==> config.mk <==
export PLATFORM = sky130hd
export DESIGN_NAME = tu_chain_collector
export DESIGN_NICKNAME = d
export VERILOG_FILES = /design/src/rtl/tu_chain_collector.sv
export SDC_FILE = /design/constraint.sdc
export NUM_CORES = 1
export LEC_CHECK = 0
export ABC_AREA = 1
export BUFFER_PORTS_ARGS = -buffer_cell sky130_fd_sc_hd__clkbuf_2
export CAP_MARGIN = 15
export CORE_ASPECT_RATIO = 1.2
export CORE_MARGIN = 5
export CORE_UTILIZATION = 55
export CTS_CLUSTER_SIZE = 20
export DETAILED_ROUTE_END_ITERATION = 6
export PLACE_DENSITY = 0.83
export SLEW_MARGIN = 30
export SYNTH_ARGS = -nofsm -noshare
export SYNTH_HDL_FRONTEND = slang
export SYNTH_SLANG_ARGS = --single-unit
==> constraint.sdc <==
create_clock -name clock -period 6.3 [get_ports clock]
set_clock_uncertainty 0.15 [all_clocks]
set_input_delay 1.26 -clock clock [delete_from_list [all_inputs] [get_ports clock]]
set_output_delay 1.26 -clock clock [all_outputs]
set_load 0.01 [all_outputs]
==> src/rtl/tu_chain_collector.sv <==
// tu_chain_collector: drives the head of the test-unit pass chain, watches every unit's
// to_down_pass tap, and latches a verdict once the chain has fully passed, passed out of
// order, dropped a unit, or run out of its cycle budget.
//
// Build option: define TU_CHAIN_DROP_CHECK_EN to flag a tap that falls after being seen
// (fail_code 3). Without it the seen mask is sticky and drops are ignored.
//
// Ports:
//   clock           sole clock
//   rst             synchronous active-high reset
//   start           level; arms a run from IDLE or REPORT, ignored during RUN
//   unit_pass_taps  to_down_pass of unit i on bit i
//   chain_head_pass drives from_up_pass of unit 0 (equals busy)
//   busy            high while running
//   done            one-cycle pulse when the verdict is latched
//   pass            1 = every unit passed
//   fail_code       0 none, 1 timeout, 2 order, 3 drop
//   fail_unit       offending unit index
//   units_passed    number of units counted as passed at the verdict
//   elapsed         RUN cycles up to and including the deciding cycle
module tu_chain_collector #(
  parameter int unsigned NUM_UNITS      = 4,
  parameter int unsigned TIMEOUT_CYCLES = 100000,
  parameter int unsigned CNT_W          = 32,
  parameter int unsigned UNIT_W         = $clog2(NUM_UNITS + 1)
) (
  input  logic                 clock,
  input  logic                 rst,
  input  logic                 start,
  input  logic [NUM_UNITS-1:0] unit_pass_taps,
  output logic                 chain_head_pass,
  output logic                 busy,
  output logic                 done,
  output logic                 pass,
  output logic [2:0]           fail_code,
  output logic [UNIT_W-1:0]    fail_unit,
  output logic [UNIT_W-1:0]    units_passed,
  output logic [CNT_W-1:0]     elapsed
);

  localparam logic [2:0] CodeNone    = 3'd0;
  localparam logic [2:0] CodeTimeout = 3'd1;
  localparam logic [2:0] CodeOrder   = 3'd2;
  localparam logic [2:0] CodeDrop    = 3'd3;

  typedef enum logic [1:0] {StIdle, StRun, StReport} state_e;

  state_e               state_q;
  logic [NUM_UNITS-1:0] seen_q;

  logic [NUM_UNITS-1:0] merged;
  logic [NUM_UNITS-1:0] drop_mask;
  logic [UNIT_W-1:0]    drop_unit;
  logic                 drop_found;
  logic                 order_err;
  logic [UNIT_W-1:0]    gap_unit;
  logic                 gap_found;
  logic [UNIT_W-1:0]    merged_cnt;
  logic [UNIT_W-1:0]    kept_cnt;
  logic                 all_pass;
  logic [CNT_W-1:0]     elapsed_inc;
  logic                 timeout_hit;
  logic                 verdict;
  logic                 v_pass;
  logic [2:0]           v_code;
  logic [UNIT_W-1:0]    v_unit;

  always_comb begin
    merged = seen_q | unit_pass_taps;
`ifdef TU_CHAIN_DROP_CHECK_EN
    drop_mask = seen_q & ~unit_pass_taps;
`else
    drop_mask = '0;
`endif

    drop_unit  = '0;
    drop_found = 1'b0;
    for (int unsigned i = 0; i < NUM_UNITS; i++) begin
      if (drop_mask[i] && !drop_found) begin
        drop_unit  = UNIT_W'(i);
        drop_found = 1'b1;
      end
    end

    // Not a thermometer code iff some set bit sits directly above a clear bit.
    order_err = 1'b0;
    for (int unsigned i = 1; i < NUM_UNITS; i++) begin
      if (merged[i] && !merged[i-1]) order_err = 1'b1;
    end

    // The unit blamed for an order error is the first hole: the lowest unit that has not
    // passed although a later unit already has.
    gap_unit  = '0;
    gap_found = 1'b0;
    for (int unsigned i = 0; i < NUM_UNITS; i++) begin
      if (!merged[i] && !gap_found) begin
        gap_unit  = UNIT_W'(i);
        gap_found = 1'b1;
      end
    end

    merged_cnt = '0;
    kept_cnt   = '0;
    for (int unsigned i = 0; i < NUM_UNITS; i++) begin
      merged_cnt = merged_cnt + UNIT_W'(merged[i]);
      kept_cnt   = kept_cnt + UNIT_W'(merged[i] & ~drop_mask[i]);
    end

    all_pass    = &merged;
    elapsed_inc = elapsed + CNT_W'(1);
    timeout_hit = (elapsed_inc == CNT_W'(TIMEOUT_CYCLES));

    verdict = 1'b1;
    v_pass  = 1'b0;
    v_code  = CodeNone;
    v_unit  = '0;
    if (drop_found) begin
      v_code = CodeDrop;
      v_unit = drop_unit;
    end else if (order_err) begin
      v_code = CodeOrder;
      v_unit = gap_found ? gap_unit : '0;
    end else if (all_pass) begin
      v_pass = 1'b1;
    end else if (timeout_hit) begin
      v_code = CodeTimeout;
      v_unit = merged_cnt;
    end else begin
      verdict = 1'b0;
    end
  end

  always_ff @(posedge clock) begin
    if (rst) begin
      state_q         <= StIdle;
      seen_q          <= '0;
      chain_head_pass <= 1'b0;
      busy            <= 1'b0;
      done            <= 1'b0;
      pass            <= 1'b0;
      fail_code       <= CodeNone;
      fail_unit       <= '0;
      units_passed    <= '0;
      elapsed         <= '0;
    end else begin
      done <= 1'b0;
      case (state_q)
        StIdle, StReport: begin
          if (start) begin
            state_q         <= StRun;
            chain_head_pass <= 1'b1;
            busy            <= 1'b1;
            seen_q          <= '0;
            elapsed         <= '0;
            pass            <= 1'b0;
            fail_code       <= CodeNone;
            fail_unit       <= '0;
            units_passed    <= '0;
          end
        end
        StRun: begin
          elapsed <= elapsed_inc;
          if (verdict) begin
            state_q         <= StReport;
            chain_head_pass <= 1'b0;
            busy            <= 1'b0;
            done            <= 1'b1;
            pass            <= v_pass;
            fail_code       <= v_code;
            fail_unit       <= v_unit;
            units_passed    <= kept_cnt;
          end else begin
            seen_q <= merged;
          end
        end
        default: state_q <= StIdle;
      endcase
    end
  end

endmodule

== Word level (Yosys, flattened, before mapping) ==
Index checks and enable logic that the tools add are counted.
Storage, ports and cells
  word-level logic and storage cells: 86
  flip-flop bits (word level): 50
  output and inout port bits: 45
Operators by class
  eq/ne operators: 6
  add/subtract/negate cells: 4
  bitwise operators: 2
  reduce and logical (&&, ||, !) cells: 21
  mux-type cells: 44
Operator list (count)
  $pmux 32 s2: 1
  $add 32x1->32 const B: 1
  $eq 32x17->1 const B: 1
  $mux 32: 1
  $mux 3: 9
  $mux 1: 20
  $pmux 3 s2: 3
  $mux 2: 4
  $mux 4: 2
  $pmux 4 s2: 1
  $logic_and 1x1->1: 6
  $logic_not 1->1: 6
  $ne 2x2->1 const B: 3
  $reduce_and 3->1: 2
  $or 4x4->4: 1
  $pmux 1 s2: 2
  $pmux 2 s2: 1
  $reduce_and 2->1: 2
  $reduce_and 4->1: 1
  $reduce_or 2->1: 2
  $add 2x1->3: 1
  $add 3x1->3: 1
  $add 1x1->2: 1
  $eq 2x1->1 const B: 1
  other kinds (4): 4

== Longest topological paths before layout ==
  depth after elaboration: 14
  mapped depth: 19

== Worst setup path before layout ==
Ideal clock, no wire load.
  path type: input-to-reg
  start: input port unit_pass_taps[1]
  end: register fail_unit[1]
  setup time: 0.113 ns
  data arrival time: 2.730 ns
  setup slack: 3.307 ns
  stages on the path: 11
  cells stage by stage: nor2_1 > inv_1 > fa_1 > ha_1 > ha_1 > nand2_1 > inv_1 > nand2_1 > nand2_1 > nor2_1 > nor2_1
On the way
  word-level cells in the longest chain between the ends: 14
  elaborated cells between the ends (all ways): 31
Ends and longest elaborated chain
  from (decl): RTL line 30  | input logic [NUM_UNITS-1:0] unit_pass_taps,
  $or 4x4->4 (*): RTL line 69  | merged = seen_q | unit_pass_taps;
  parallel branches: the longest is 13 deep, another holds $add 2x1->3
  to (signal assigned): RTL line 170  | fail_unit <= v_unit;
  to (decl): RTL line 36  | output logic [UNIT_W-1:0] fail_unit,
Mark *: on every way between the ends. The select of a mux whose other input is x is not followed.
A chain may end at the register's enable or synchronous reset.

== Worst setup path in the final report ==
Same ends and word-level chain as after synthesis.

==> run metrics <==
CTS clk-pin slew, worst paths 0.09 ns; syn_nets 528; hold slack 0.336 ns; Initial DRT Pass Iterations 4; Cells after Synth 514; Final TNS setup 0 ns; Non-Filler Instances 624; io pins 52; CTS tree built; flop-to-flop setup slack 3.55 ns; die span in x 78.6 um; Post-synth top cells 194 x nand2_1, 81 x nor2_1, 49 x dfxtp_1, 40 x inv_1, 37 x a21oi_1; hold buffers post-CTS 0; Vias per Instance 5.28; final period utilization 0.459; filler instances 556; Hold WC Path Type register to register; # DRC 0; Power Dens Cells 171 nW/um^2; DRT iter0 DRCs 191; Rows 30; achievable frequency 346 MHz; Max VDD drop 0.114 mV; kind of end point of the critical path register; CTS root buf clkbuf_8; input/output buffers 50; diode count 0; largest net degree at the start of global routing 41; Clock Tree Buf Depth 2; Area contributors post-synth dfxtp_1 32%, nand2_1 23%, nor2_1 9.8%; Pleak 1.41 nW; share of layout cells above drive strength 1 0.152; Final Max Slew Viols 0; outcome finished, final reports clean; die area 7260 um^2; EDFF count, synth 0; placed cells 616; Least-Margin Pin Slew 0.839 ns; number of buffers created by CTS 5; Layout Utilization 0.623; max-cap violation count 0; Worst slew margin 0.441; crit path DAT 2.94 ns; GP Congestion 0.975; final hold violation count 0; average routed wire per standard cell 12.3 um; Synth cell types 32; Min Clock Period, post-route 2.89 ns; Area growth syn-to-layout 12.2%; largest area contributor in the netlist dfxtp_1; H-tree lvl count 2; Setup CP Type input pin to register; placeable core area 5590 um^2; top cell type's share of synthesized area 0.315; CP max FO 4; Initial Util 0.556; syn_area_per_cell 6.05 um^2; RSZ-0062 raised after global routing no; post-synthesis sequential area ratio 0.315; final WL 7650 um; Critical Path RT 6.35 ns; cell area after synthesis 3110 um^2; Synthesis Warnings 0; nets 573; total power 0.596 mW; Die Y 92.4 um; CTS sink cnt 49; number of global-route vias before repair 3146; Skew-Pair Late Insertion Delay 0.30 ns; GRT Util Overall 0.221; Main synth FF type dfxtp_1; # setup viols final 0; synthesized flop and latch total 49; vias 3295; residual overflow from global routing 0; Post-synth ARST share 0; antenna violations before repair 0; number of gates resized after CTS 0; postcts setup bufs 0; Routed Antenna Nets 0; DP HPWL 5840 um; CP startpoint kind input pin; first-pass GRT wire length 13300 um; top-count cell post-synth nand2_1
through the flow:
| step | worst slack, ns | area [um^2] |
|---|---|---|
| after global placement | 3.16 | 3400 |
| after detailed placement | 3.10 | 3400 |
| after global routing | 3.24 | 3490 |
| final | 3.41 | 3490 |
| after CTS | 3.43 | 3490 |
| after floorplan | 3.31 | 3110 |
placed cells by master (no fill, tap or decap), types with 5 or more instances in the layout:
| cell | instances |
|---|---|
| a21oi_1 | 37 |
| nor2_1 | 79 |
| dfxtp_1 | 49 |
| nand2_1 | 194 |
| nor2_2 | 9 |
| nand3_1 | 23 |
| nand2_2 | 5 |
| nand3b_1 | 13 |
| clkbuf_2 | 50 |
| ha_1 | 6 |
| o21ai_0 | 7 |
| clkbuf_8 | 5 |
| inv_1 | 40 |
flip-flops by register name, summed over array words and instances (netlist names):
register	cells
elapsed	32
pass	1
done	1
fail_unit	3
state_q	2
units_passed	3
fail_code	2
seen_q	4
busy	1
worst max-delay path, cell delays in order:
cell	delay, ns
clkbuf_2	0.08
nor2_1	0.17
inv_1	0.13
fa_1	0.48
ha_1	0.19
ha_1	0.26
nand2_1	0.08
inv_1	0.04
nand2_1	0.05
nand2_1	0.05
nor2_1	0.09
nor2_1	0.05
power breakdown:
group	internal (mW)	total (mW)	leakage (nW)	switching [mW]
clock network	0.0784	0.185	0.0374	0.106
logic	0.0267	0.0865	0.973	0.0598
registers	0.319	0.325	0.397	0.00575
total	0.424	0.596	1.41	0.172
cells by family after synthesis:
kind of cell,Yosys count,synth area share
and+or+nand+nor,344,0.477
buffers and inverters,56,0.0700
AOI/OAI and AO/OA,50,0.0857
DFF,49,0.315
xor gates and xnor gates,7,0.0197
adders and majority gates,7,0.0306
other,1,0.00121
routing by layer:
layer / wire length, um / track usage
met5: 0 / 0
met4: 149 / 0.0845
met2: 3870 / 0.405
met1: 3160 / 0.256
met3: 479 / 0.0311
final cells by class:
cell class / count / area, um^2 / area share
timing repair buffer: 52 / 265 / 0.0761
multi-input combinational: 409 / 1920 / 0.549
sequential: 49 / 981 / 0.281
inverter: 42 / 158 / 0.0452
tap: 64 / 80.1 / 0.0230
clock inverter: 2 / 15.0 / 0.00431
clock buffer: 6 / 72.6 / 0.0208
worst paths after layout:
path	cells after the start	endpoint	start
setup / recovery	12	fail_unit[1]	unit_pass_taps[1]
hold / removal	2	state_q[1]	state_q[1]
setup reg to reg	18	fail_unit[0]	elapsed[1]
hold reg to reg	2	state_q[1]	state_q[1]
No activity file was read; power rests on OpenSTA's default activity.
